===== src/rtl/sreg_8b_sipo_deser.sv =====
// ---------------------------------------------------------------------------
// sreg_8b_sipo_deser
//
// Serial-in, parallel-out deserializer, companion to the 8-bit PISO shift
// register. Bits arrive MSB-first, one per enabled cycle. Every eighth
// enabled bit completes a word. The word is presented on a single-entry
// valid/ready holding register, so a downstream consumer can stall without
// losing the word in flight. A sticky overrun flag records any word that
// completed while the previous word was still undelivered.
//
// Ports:
//   clk      in   1  clock; all state updates on posedge
//   reset    in   1  synchronous, active-high reset (clears everything)
//   clr      in   1  frame realign: drop the partial word, restart bit count
//   en       in   1  sample sin this cycle
//   sin      in   1  serial data bit (MSB of each word first)
//   out_val  out  1  pout holds a completed, undelivered word
//   out_rdy  in   1  consumer takes pout when out_val & out_rdy
//   pout     out  8  completed word; bit 7 = first bit received
//   overrun  out  1  sticky: a completed word was dropped (cleared by reset)
//
// Priority at each edge: reset > clr > en. All outputs are registered.
// ---------------------------------------------------------------------------
module sreg_8b_sipo_deser (
    input  logic       clk,
    input  logic       reset,
    input  logic       clr,
    input  logic       en,
    input  logic       sin,
    output logic       out_val,
    input  logic       out_rdy,
    output logic [7:0] pout,
    output logic       overrun
);

    // -----------------------------------------------------------------------
    // Helpers
    // -----------------------------------------------------------------------

    // Bit counter advance; the 3-bit width gives the 7 -> 0 wrap for free.
    function automatic logic [2:0] cnt_next(input logic [2:0] c);
        return c + 3'd1;
    endfunction

    // MSB-first shift: the oldest bit moves toward bit 7.
    function automatic logic [7:0] shift_in(input logic [7:0] s, input logic b);
        return {s[6:0], b};
    endfunction

    // -----------------------------------------------------------------------
    // Receive state
    // -----------------------------------------------------------------------
    logic [7:0] sreg;
    logic [2:0] cnt;

    // -----------------------------------------------------------------------
    // Per-cycle decode
    // -----------------------------------------------------------------------
    logic       shift_en;   // a bit is accepted into the shift register
    logic       complete;   // this bit finishes a word
    logic       drain;      // consumer takes the pending word
    logic       can_load;   // holding register is free, or frees this cycle
    logic       load;       // completed word goes into the holding register
    logic       drop;       // completed word is lost; overrun sets
    logic [7:0] word;       // the word that completes this cycle

    always_comb begin
        // clr in the same cycle masks the bit, so it also masks completion.
        shift_en = en & ~clr;
        complete = shift_en & (cnt == 3'd7);
        word     = shift_in(sreg, sin);

        // out_rdy only matters while a word is pending.
        drain    = out_val & out_rdy;

        // A free register, or one emptied this cycle, accepts the new word.
        // This allows a drain and a refill on the same edge.
        can_load = ~out_val | out_rdy;
        load     = complete & can_load;
        drop     = complete & ~can_load;
    end

    // -----------------------------------------------------------------------
    // Shift register and bit counter
    // -----------------------------------------------------------------------
    always_ff @(posedge clk) begin
        if (reset) begin
            sreg <= 8'h00;
            cnt  <= 3'd0;
        end else if (clr) begin
            sreg <= 8'h00;
            cnt  <= 3'd0;
        end else if (en) begin
            sreg <= word;
            cnt  <= cnt_next(cnt);
        end
    end

    // -----------------------------------------------------------------------
    // Holding register and output handshake
    // -----------------------------------------------------------------------
    // clr does not reach this block. A pending word survives a realign, and
    // the handshake runs normally on the same cycle.
    always_ff @(posedge clk) begin
        if (reset) begin
            pout    <= 8'h00;
            out_val <= 1'b0;
        end else if (load) begin
            pout    <= word;
            out_val <= 1'b1;
        end else if (drain) begin
            // pout keeps its last value; it is don't-care while out_val = 0.
            out_val <= 1'b0;
        end
    end

    // -----------------------------------------------------------------------
    // Sticky overrun
    // -----------------------------------------------------------------------
    always_ff @(posedge clk) begin
        if (reset) begin
            overrun <= 1'b0;
        end else if (drop) begin
            overrun <= 1'b1;
        end
    end

endmodule


===== config.mk =====
export PLATFORM = sky130hd
export DESIGN_NAME = sreg_8b_sipo_deser
export DESIGN_NICKNAME = d
export VERILOG_FILES = /design/src/rtl/sreg_8b_sipo_deser.sv
export SDC_FILE = /design/constraint.sdc
export NUM_CORES = 1
export LEC_CHECK = 0
export BUFFER_PORTS_ARGS = -buffer_cell sky130_fd_sc_hd__buf_2
export CORE_MARGIN = 4
export CORE_UTILIZATION = 47
export DETAILED_ROUTE_END_ITERATION = 16
export GPL_TIMING_DRIVEN = 0
export PLACE_DENSITY = 0.75
export SLEW_MARGIN = 40
export SYNTH_ARGS = -nofsm -noshare
export SYNTH_HDL_FRONTEND = slang
export SYNTH_SLANG_ARGS = --single-unit

===== constraint.sdc =====
create_clock -name clk -period 2.9 [get_ports clk]
set_input_delay 0.145 -clock clk [delete_from_list [all_inputs] [get_ports clk]]
set_output_delay 0.145 -clock clk [all_outputs]
set_load 0.01 [all_outputs]

Word-level counts from Yosys, hierarchy flattened
Cells that the tools add are included.

storage, ports and cells
  flip-flop bits (word level) = 20
  input port bits = 6
  output and inout port bits = 10
  logic and storage cells = 20

operators by class
  add/subtract/negate cells = 1
  equality and inequality tests = 1
  muxes and demuxes = 2
  bitwise gates (word level) = 9
  reduce and logical (&&, ||, !) cells = 2

operators by type and width
  operator             count
  $and 1x1->1          5
  $add 3x1->3 const B  1
  $eq 3x3->1 const B   1
  $not 1->1            3
  $mux 1               2
  $reduce_bool 2->1    1
  $reduce_or 2->1      1
  $or 1x1->1           1

Depth between registers and ports, before layout
Gate-level depths: netlist of the first run.

  word-level depth = 5
  gate-level depth with buffers = 6
  depth with buffers taken out = 5

Worst setup path before layout of the first run
OpenSTA, ideal clock, no wires.

  path type = reg2reg
  start point = register cnt[0]
  end point = register pout[0]
  library setup time = 0.072 ns
  arrival = 1.145 ns
  data required time = 2.828 ns
  setup slack = 1.684 ns
  cell stages (with the launch flop) = 7
  path buffers = 1
  clock period less this slack = 1.216 ns
  path through = dfxtp_1 > ha_1 > ha_1 > nand3b_4 > nor2b_4 > buf_6 > mux2i_1

on the way
  cells in the longest elaborated chain, start to end = 3

RTL lines
  what                    RTL line  RTL
  start, declared         54        logic [2:0] cnt;
  start signal, assigned  95        cnt <= cnt_next(cnt);
  $eq 3x3->1              70        complete = shift_en & (cnt == 3'd7);
  $and 1x1->1             70
  $and 1x1->1             79        load = complete & can_load;
  end signal, assigned    109       pout <= word;
  end, declared           32        output logic [7:0] pout,

No other way between the ends.
A chain may end at the register's enable or synchronous reset.

Final worst setup path of the first run
  start point = register cnt[0]
  end point = register pout[3]

Same word-level chain as after synthesis.

==> results of run 1 <==
-- path summary, 6_finish.rpt --
| kind | to | from | slack [ps] |
|---|---|---|---|
| setup / recovery | pout[3] | cnt[0] | 1550 |
| hold / removal | sreg[0] | sin | 90 |
| setup reg to reg | pout[3] | cnt[0] | 1550 |
| hold reg to reg | pout[1] | pout[1] | 480 |
-- critical path: cells and delay by family (launching register included) --
family	cells	cell delay [ps]
and+or+nand+nor	2	220
muxes	1	200
adders and majority gates	2	340
buffers and inverters	1	150
DFF	1	370
-- per-layer routing --
metal	share of wire, %	vias up	routed length, µm	track usage, %
li1	-	287	-	-
met1	46	243	594	14.2
met2	46	10	600	19.3
met3	5.1	4	66	5.34
met4	2.8	0	36	8.07
met5	0	-	0	0
-- sequential cells by signal, summed over array words and instances (netlist names) --
register / cells
pout: 8
sreg: 7
cnt: 3
out_val: 1
overrun: 1
-- through the flow --
step / setup slack, ps / instance area, µm² / cells / utilization (%) / hold slack, ps
finish: 1550 / 1000 / 121 / 58.6 / 86.3
global route: 1440 / 1000 / 121 / 58.6 / 96.4
CTS: 1520 / 1000 / 121 / 58.6 / 75.6
detailed placement: 1540 / 948 / 117 / 55.5 / 415
global placement: 1620 / 948 / 117 / 55.5 / 403
floorplan: 1680 / 842 / 77 / - / 292
-- power by group through the flow --
stage / combinational, µW / clock, µW / sequential (µW)
5_1_grt: 28.0 / 245 / 278
2_1_floorplan: 17.6 / 0 / 283
3_5_place_dp: 25.4 / 0 / 284
3_3_place_gp: 25.2 / 0 / 283
4_1_cts: 25.5 / 236 / 277
6_report: 25.3 / 229 / 277
-- logic make-up after synthesis --
group	Yosys count	share of synthesized area [%]
DFF	20	47.5
muxes	17	20.2
buffers and inverters	4	3.27
adders and majority gates	2	2.97
xor gates and xnor gates	1	1.04
AOI/OAI and AO/OA	2	1.78
and+or+nand+nor	31	23.2
-- cell type report --
cell class | instances | area share (%)
Timing Repair Buffer | 15 | 7.50
Buffer | 4 | 2.75
Sequential cell | 20 | 40.0
Multi-Input combinational cell | 53 | 41.4
Tap cell | 25 | 3.13
Clock buffer | 3 | 2.25
Clock inverter | 1 | 3.00
-- cells in the final DEF, fill, tap and decap left out, drive strengths merged --
master  Yosys  routed
o21ba       1       1
nand3b      1       1
dfxtp      20      20
clkbuf      1       4
nor2b       1       1
nor2       11      11
ha          2       2
mux2i      17      17
buf         3      18
or2         1       1
bufinv      0       1
a21oi       1       1
xnor2       1       1
nand2b     17      17
==> summary.md, run 1 <==
| Metric | Value |
|---|---|
| Status | complete, no violations |
| CTS buffer count | 3 |
| Comb pwr share | under 10% |
| Antenna cells | 0 |
| DR vias/cell | 4.50 |
| # setup viols final | 0 |
| Final ANT Viol Nets | 0 |
| Largest cells by area after synthesis | dfxtp_1 (48%), mux2i_1 (20%), nand2b_1 (12%) |
| Crit share post-route | 46.6% |
| Hold path depth | 3 |
| Primary FF master, synth | dfxtp_1 |
| CTS Sinks | 20 |
| Dpl hpwl | ~960 µm |
| Initial DRC count | 8 |
| Mapped Area | 842 µm² |
| Die width | slightly above 50 µm |
| Slew Viols, Final | 0 |
| Data required time of the worst path | 3140 ps |
| Syn_nets | 85 |
| Worst Path Max Fanout | 8 |
| Die span in y | 50.3 µm |
| Post-synth EDFFs | 0 |
| CORE AREA | 1710 µm² |
| First-pass GRT wire length | 2.34 mm |
| Pre-Repair DR Iteration Count | 3 |
| Multi-input combinational cell area | approximately 410 µm² |
| Root Driver | clkbuf_4 |
| Synth area leader | dfxtp_1 |
| Synthesized instance count | 77 |
| Fin. Hold Viols | 0 |
| Clock network power share | 43.0% |
| P per Cell Area | 531 nW/µm² |
| Row cnt | 15 |
| PortBufs | 15 |
| Max-cap viol count | 0 |
| Post-cts resize count | 0 |
| Layout cells sized above 1 | between 20% and 30% |
| Most frequent cell after synthesis | dfxtp_1 |
| DIE AREA | 2530 µm² |
| Syn Area/Cell | 10.9 µm² |
| Vias in the first global route | roughly 530 |
| Fillcell total | 164 |
| Routed WL | approximately 1.3 mm |
| CTS Buffer Depth | 2 |
| Library cells used by synthesis | 16 |
| CP arrival | 1590 ps |
| Ys Warns | 0 |
| Synthesized flop and latch total | 20 |
| Relative slew slack | 79.0% |
| WS Path Type | flip-flop to flip-flop |
| Setup crit end kind | flip-flop |
| Reg clk slew, reported paths | about 120 ps |
| Min Tclk post-route | 1350 ps |
| Asr flop ratio synth | 0% |
| List of most frequent post-synthesis cells | dfxtp_1 (20), mux2i_1 (17), nand2b_1 (16) |
| Peak VDD IR | between 0.0005 and 0.0006 V |
| WL/cell | between 10 and 15 µm |
| Worst skew pair latency | between 300 and 400 ps |
| Unrepaired setup endpoints after global routing | false |
| Reg2Reg Depth | 6 |
| Post-route DRC | 0 |
| Global Route Usage Sum | 12.6% |
| Largest net degree at the start of global routing | 13 |
| GPL Wtd Cong | 0.688 |
| Int Power | 430 µW |
| IO Count | 16 |
| CP cell instances | ha_1 > ha_1 > nand3b_4 > nor2b_4 > buf_6 > mux2i_1 |
| Nets | 105 |
| Max frequency | 739 MHz |
| Switch Pwr | 102 µW |
| TNS Setup | 0 ps |
| Total setup buffers inserted after CTS | 0 |
| Yosys top cell area share | between 40% and 50% |
| Pleak | about 0.00044 µW |
| Critical Path Start Type | flip-flop |
| Critical-path top delay cell | dfxtp_1 |
| Sequential share of the synthesized area | 47.5% |
| Storage cell area | 400 µm² |
| Actual slew at the worst max-slew pin | 315 ps |
| Initial Util | 49.3% |
| Sequential power share | 52.2% |
| Most frequent CP cell | ha_1 |
| H-tree depth | 1 |
| GRT Residual Overflow | 0 |
| Initial antenna violation count | 0 |
| Slowest stage delay, CP | between 300 and 400 ps |
| HP Class | primary input to flip-flop |
| Clock skew | ~8 ps |
| Total power | roughly 530 µW |
| Post-CTS Hold Buffers | 0 |
| TritonCTS clock tree | built |
| Layout area overhead | 18.9% |
| Routed vias | 544 |
| Switch share | 19.1% |
Note: power is estimated with default switching activity, not from simulation.
==> inputs of run 2 (changes only) <==
==> constraint.sdc (replaced) <==
create_clock -name clk -period 1.3 [get_ports clk]
set_input_delay 0.065 -clock clk [delete_from_list [all_inputs] [get_ports clk]]
set_output_delay 0.065 -clock clk [all_outputs]
set_load 0.01 [all_outputs]
==> run 2 against run 1 <==
Combinational power increased by 150%. Clock-buffer cell count did not move. Non-clock buffer count increased by 3. Clock skew shrank 1.3 ps. Maximum frequency grew 7.6%. Power grew 120%. Global-route usage up 0.19 points. Largest power group unchanged. Highest routed layer unchanged.
==> summary.md, run 2 (synthesis gave the netlist of run 1 again) <==
| Metric | Value |
|---|---|
| Status | complete, no violations |
| Unrepaired setup endpoints after global routing | true |
| PortBufs | 15 |
| Relative slew slack | 78.8% |
| Max frequency | ~800 MHz |
| First-pass GRT wire length | about 2.4 mm |
| Dpl hpwl | around 960 µm |
| Vias in the first global route | 531 |
| Antenna cells | 0 |
| Pre-Repair DR Iteration Count | 3 |
| GPL Wtd Cong | 0.688 |
| IO Count | 16 |
| CORE AREA | 1710 µm² |
| P per Cell Area | 1130 nW/µm² |
| Pleak | 0.000451 µW |
| Max FFs per register | 8 |
| Max-cap viol count | 0 |
| Routed WL | between 1 and 1.5 mm |
| Layout area overhead | 25.1% |
| Fin Hold WS | ~36 ps |
| Final instance area | 1050 µm² |
| Peak VDD IR | 0.00113 V |
| H-tree depth | 1 |
| # setup viols final | 0 |
| Initial antenna violation count | 0 |
| Clock skew | 6.60 ps |
| Most common cell after layout, fill and taps aside | dfxtp_1 |
| Worst skew pair latency | 310 ps |
| Die span in y | around 50 µm |
| Initial Util | 49.3% |
| DR vias/cell | 4.50 |
| Layout cells sized above 1 | 32.3% |
| Routed vias | 558 |
| Most frequent cells in the layout | dfxtp_1 (18), mux2i_1 (17), buf_2 (16), nand2b_1 (16), nor2_1 (11) |
| Most flops, register | pout |
| Min Tclk post-route | 1260 ps |
| Biggest regs | pout x8, sreg x7, cnt x3 |
| WL/cell | 10.8 µm |
| WS Path Type | flip-flop to flip-flop |
| TritonCTS clock tree | built |
| CTS buffer count | 3 |
| CTS Sinks | 20 |
| Post-route setup slack | 43.5 ps |
| Root Driver | clkbuf_4 |
| Reg2Reg Depth | 6 |
| GRT Residual Overflow | 0 |
| Slew Viols, Final | 0 |
| Setup crit end | pout[3] |
| DIE AREA | 2530 µm² |
| CTS Buffer Depth | 2 |
| HP Class | primary input to flip-flop |
| Row cnt | 15 |
| Dpl ws | -60.2 ps |
| Initial DRC count | 12 |
| DP Area | ~950 µm² |
| Setup crit end kind | flip-flop |
| FF-to-FF End | pout[3] |
| Reg2reg setup slack | 40 ps |
| Nets | 108 |
| Die width | 50.3 µm |
| Largest net degree at the start of global routing | 13 |
| Critical Path Start Type | flip-flop |
| RR Startpoint | cnt[1] |
| CP arrival | 1490 ps |
| Post-route core utilization | 61.7% |
| Crit path from | cnt[1] |
| Final ANT Viol Nets | 0 |
| Crit share post-route | 96.7% |
| Worst Path Max Fanout | 8 |
| Post-route DRC | 0 |
| TNS Setup | 0 ps |
| Fin. Hold Viols | 0 |
| Actual slew at the worst max-slew pin | 317 ps |
| Data required time of the worst path | 1540 ps |
| Global Route Usage Sum | 12.8% |
| Reg clk slew, reported paths | 120 ps |
-- run 2: changes by cell type in the layout (fill, tap and decap cells not counted), sizes merged --
cell / before / now
dlygate4sd3: 0 / 1
buf: 18 / 20
-- run 2: layout make-up --
cell class	instances	area (µm²)
Buffer	4	27.5
Clock buffer	3	22.5
Clock inverter	1	30.0
Fill cell	152	654
Multi-Input combinational cell	53	439
Sequential cell	20	403
Tap cell	25	31.3
Timing Repair Buffer	18	100
-- run 2: per-layer routing --
layer / wire length (µm) / track usage, % / vias up
met5: 0 / 0 / -
met4: 36 / 8.07 / 0
met3: 66 / 5.34 / 4
met2: 617 / 19.3 / 10
met1: 621 / 14.7 / 251
li1: - / - / 293
-- run 2: what timing repair did --
item / 4_1_cts / 5_1_grt
setup endpoints to repair: 8 / 2
hold buffers: 1 / 0
gates resized for setup: 6 / 0
buffers inserted: 1 / 1
pin swaps: 0 / 1
endpoints found under the hold margin: 1 / 0
-- run 2: report_power, final --
part           internal (µW)  switching [µW]
Sequential               617            3.35
Combinational           34.8            27.5
Clock                    312             197
-- run 2: how the worst min path moves through the flow --
stage              end    start  slack, ps  cells past startpoint
6_report       out_val  out_rdy         40                      3
5_1_grt        out_val  out_rdy         40                      3
4_1_cts        out_val  out_rdy         20                      3
3_5_place_dp   sreg[0]      sin        340                      3
3_3_place_gp   sreg[0]      sin        320                      3
2_1_floorplan  sreg[0]      sin        210                      2
-- run 2: stage by stage --
step                      instances  total power, µW
after global routing            124             1240
after detailed placement        117              689
after global placement          117              688
after floorplan                  77              671
final                           124             1190
after CTS                       123             1210
-- run 2: worst max-delay path, cell delays in order, from the launching register on --
cell and delay [ps]:
dfxtp_2 370, ha_4 140, ha_4 130, nand3b_4 80, nor2b_4 120, buf_6 150, mux2i_1 200
==> inputs of run 3 (changes only) <==
--- a/config.mk
+++ b/config.mk
@@ -6,6 +6,7 @@
 export NUM_CORES = 1
 export LEC_CHECK = 0
 export BUFFER_PORTS_ARGS = -buffer_cell sky130_fd_sc_hd__buf_2
+export CORE_ASPECT_RATIO = 1.2
 export CORE_MARGIN = 4
 export CORE_UTILIZATION = 47
 export DETAILED_ROUTE_END_ITERATION = 16
==> run 3 against run 2 <==
Design area decreased by 1.8%. Sequential power about the same. Utilization increased by 0.59 points. Sequential share of layout area increased by 0.69 points. Critical endpoint is now pout[7].
==> summary.md, run 3 (synthesis gave the netlist of run 1 again) <==
| Metric | Value |
|---|---|
| Status | complete, no violations |
| WL met1 | 586 µm |
| Total power | 1190 µW |
| CP arrival | roughly 1500 ps |
| TNS Setup | 0 ps |
| Worst skew pair latency | 310 ps |
| Setup crit end kind | flip-flop |
| Hold path depth | 3 |
| TritonCTS clock tree | built |
| Most common cell after layout, fill and taps aside | dfxtp_1 |
| RR Startpoint | cnt[1] |
| Reg2Reg Depth | 6 |
| CP cell instances | ha_4 > ha_4 > nand3b_4 > nor2b_4 > buf_6 > mux2i_1 |
| Pre-Repair DR Iteration Count | 2 |
| Reg clk slew, reported paths | 110 ps |
| Clock network power share | between 40% and 50% |
| Most frequent CP cell | ha_4 |
| Layout cells sized above 1 | 32.7% |
| Critical-path top delay cell | dfxtp_2 |
| Largest delay contributor family on the critical path | flip-flops |
| Data required time of the worst path | 1540 ps |
| Global Route Usage Sum | 13.7% |
| Actual slew at the worst max-slew pin | 324 ps |
| DR vias/cell | 4.89 |
| Initial DRC count | 1 |
| WL/cell | 11.6 µm |
| Most frequent cells in the layout | dfxtp_1 (18), mux2i_1 (17), buf_2 (16), nand2b_1 (16), nor2_1 (11) |
| Row cnt | 16 |
| Max FFs per register | 8 |
| Hold_sp | sin |
| WS Path Type | flip-flop to flip-flop |
| CORE AREA | 1660 µm² |
| CP Buf/Inv Count | 1 |
| Critical Path Start Type | flip-flop |
| CTS buffer count | 3 |
| Final ANT Viol Nets | 0 |
| # setup viols final | 0 |
| Initial Util | 50.7% |
| Vias in the first global route | between 500 and 600 |
| Die width | approximately 47 µm |
| Routed length on met3 | between 40 and 50 µm |
| Switch share | around a fifth |
| Routed WL | 1.35 mm |
| PortBufs | 15 |
| Peak VDD IR | roughly 0.00068 V |
| Antenna cells | 0 |
| GRT Residual Overflow | 0 |
| CTS Buffer Depth | 2 |
| DIE AREA | 2540 µm² |
| P per Cell Area | 1150 nW/µm² |
| HP Class | primary input to flip-flop |
| Clock skew | ~8.1 ps |
| Nets | 107 |
| Most flops, register | pout |
| Slew Viols, Final | 0 |
| Slowest stage delay, CP | 370 ps |
| Post-CTS Hold Buffers | 0 |
| Reg2reg setup slack | 60 ps |
| Max frequency | 807 MHz |
| Biggest regs | pout x8, sreg x7, cnt x3 |
| Max-cap viol count | 0 |
| Relative slew slack | 78.4% |
| Post-route DRC | 0 |
| Die span in y | 54.4 µm |
| IO Count | 16 |
| Layout area overhead | 22.9% |
| Initial antenna violation count | 0 |
| Routed vias | 567 |
| Worst Path Max Fanout | 8 |
| Largest net degree at the start of global routing | 13 |
| Comb pwr share | 5.0% |
| First-pass GRT wire length | 2.45 mm |
| DR WL met2 | 667 µm |
| Min Tclk post-route | 1240 ps |
| Worst Hold Endpoint | pout[0] |
| CTS Sinks | 20 |
| DR top layer | met4 |
| Pleak | 0.000447 µW |
| FF-to-FF End | pout[7] |
| Switch Pwr | about 220 µW |
| Crit share post-route | 95.3% |
| Unrepaired setup endpoints after global routing | true |
| H-tree depth | 1 |
| GPL Wtd Cong | 0.669 |
| Fin. Hold Viols | 0 |
| Int Power | 961 µW |
| Sequential power share | 52.3% |
| Root Driver | clkbuf_4 |
-- run 3: timing repair --
item / CTS / global route
setup buffers: 1 / 1
setup endpoints to repair: 8 / 8
pin swaps: 0 / 1
cloned: 0 / 0
gates resized for setup: 5 / 1
-- run 3: routing by layer --
metal | vias up | global-route usage [%]
met5 | - | 0
met4 | 0 | 9.68
met3 | 5 | 2.96
met2 | 9 | 22.7
met1 | 260 | 15.2
li1 | 293 | -
-- run 3: worst max-delay path by stage --
stage / from / end / cells after the start
final: cnt[1] / pout[7] / 6
after global routing: cnt[1] / pout[6] / 6
after CTS: cnt[0] / pout[7] / 6
after detailed placement: cnt[0] / pout[0] / 6
after global placement: cnt[0] / pout[0] / 6
after floorplan: cnt[0] / pout[0] / 6
-- run 3: per-stage QoR --
step           std cells  hold WS (ps)  util (%)  worst slack [ps]  instance area (µm²)
6_report             116          15.0      62.3              60.5                 1030
3_5_place_dp         110           348      56.6             -22.1                  940
2_1_floorplan         77           212         -              83.7                  842
5_1_grt              116          31.4      62.3             -44.5                 1030
3_3_place_gp         110           324      56.6              20.0                  940
4_1_cts              115          2.60      61.2              2.09                 1020
-- run 3: final cells by class --
type | count | area, µm²
plain buffers | 4 | 27.5
clock buffers | 3 | 22.5
clock inverters | 1 | 30.0
fillers | 142 | 627
multi-input cells | 53 | 439
flip-flops and latches | 20 | 403
well taps | 18 | 22.5
repair buffers | 17 | 90.1
-- run 3: power by group through the flow --
stage               Clock, µW  Sequential, µW  Combinational, µW
CTS                       530             619               59.5
global placement            0             632               55.5
detailed placement          0             633               56.7
finish                    506             620               59.7
global route              548             621               66.0
floorplan                   0             632               39.2
-- run 3: tightest hold or removal path, stage by stage --
cell and delay [ps]:
buf_2 100, nand2b_1 60, mux2i_1 60
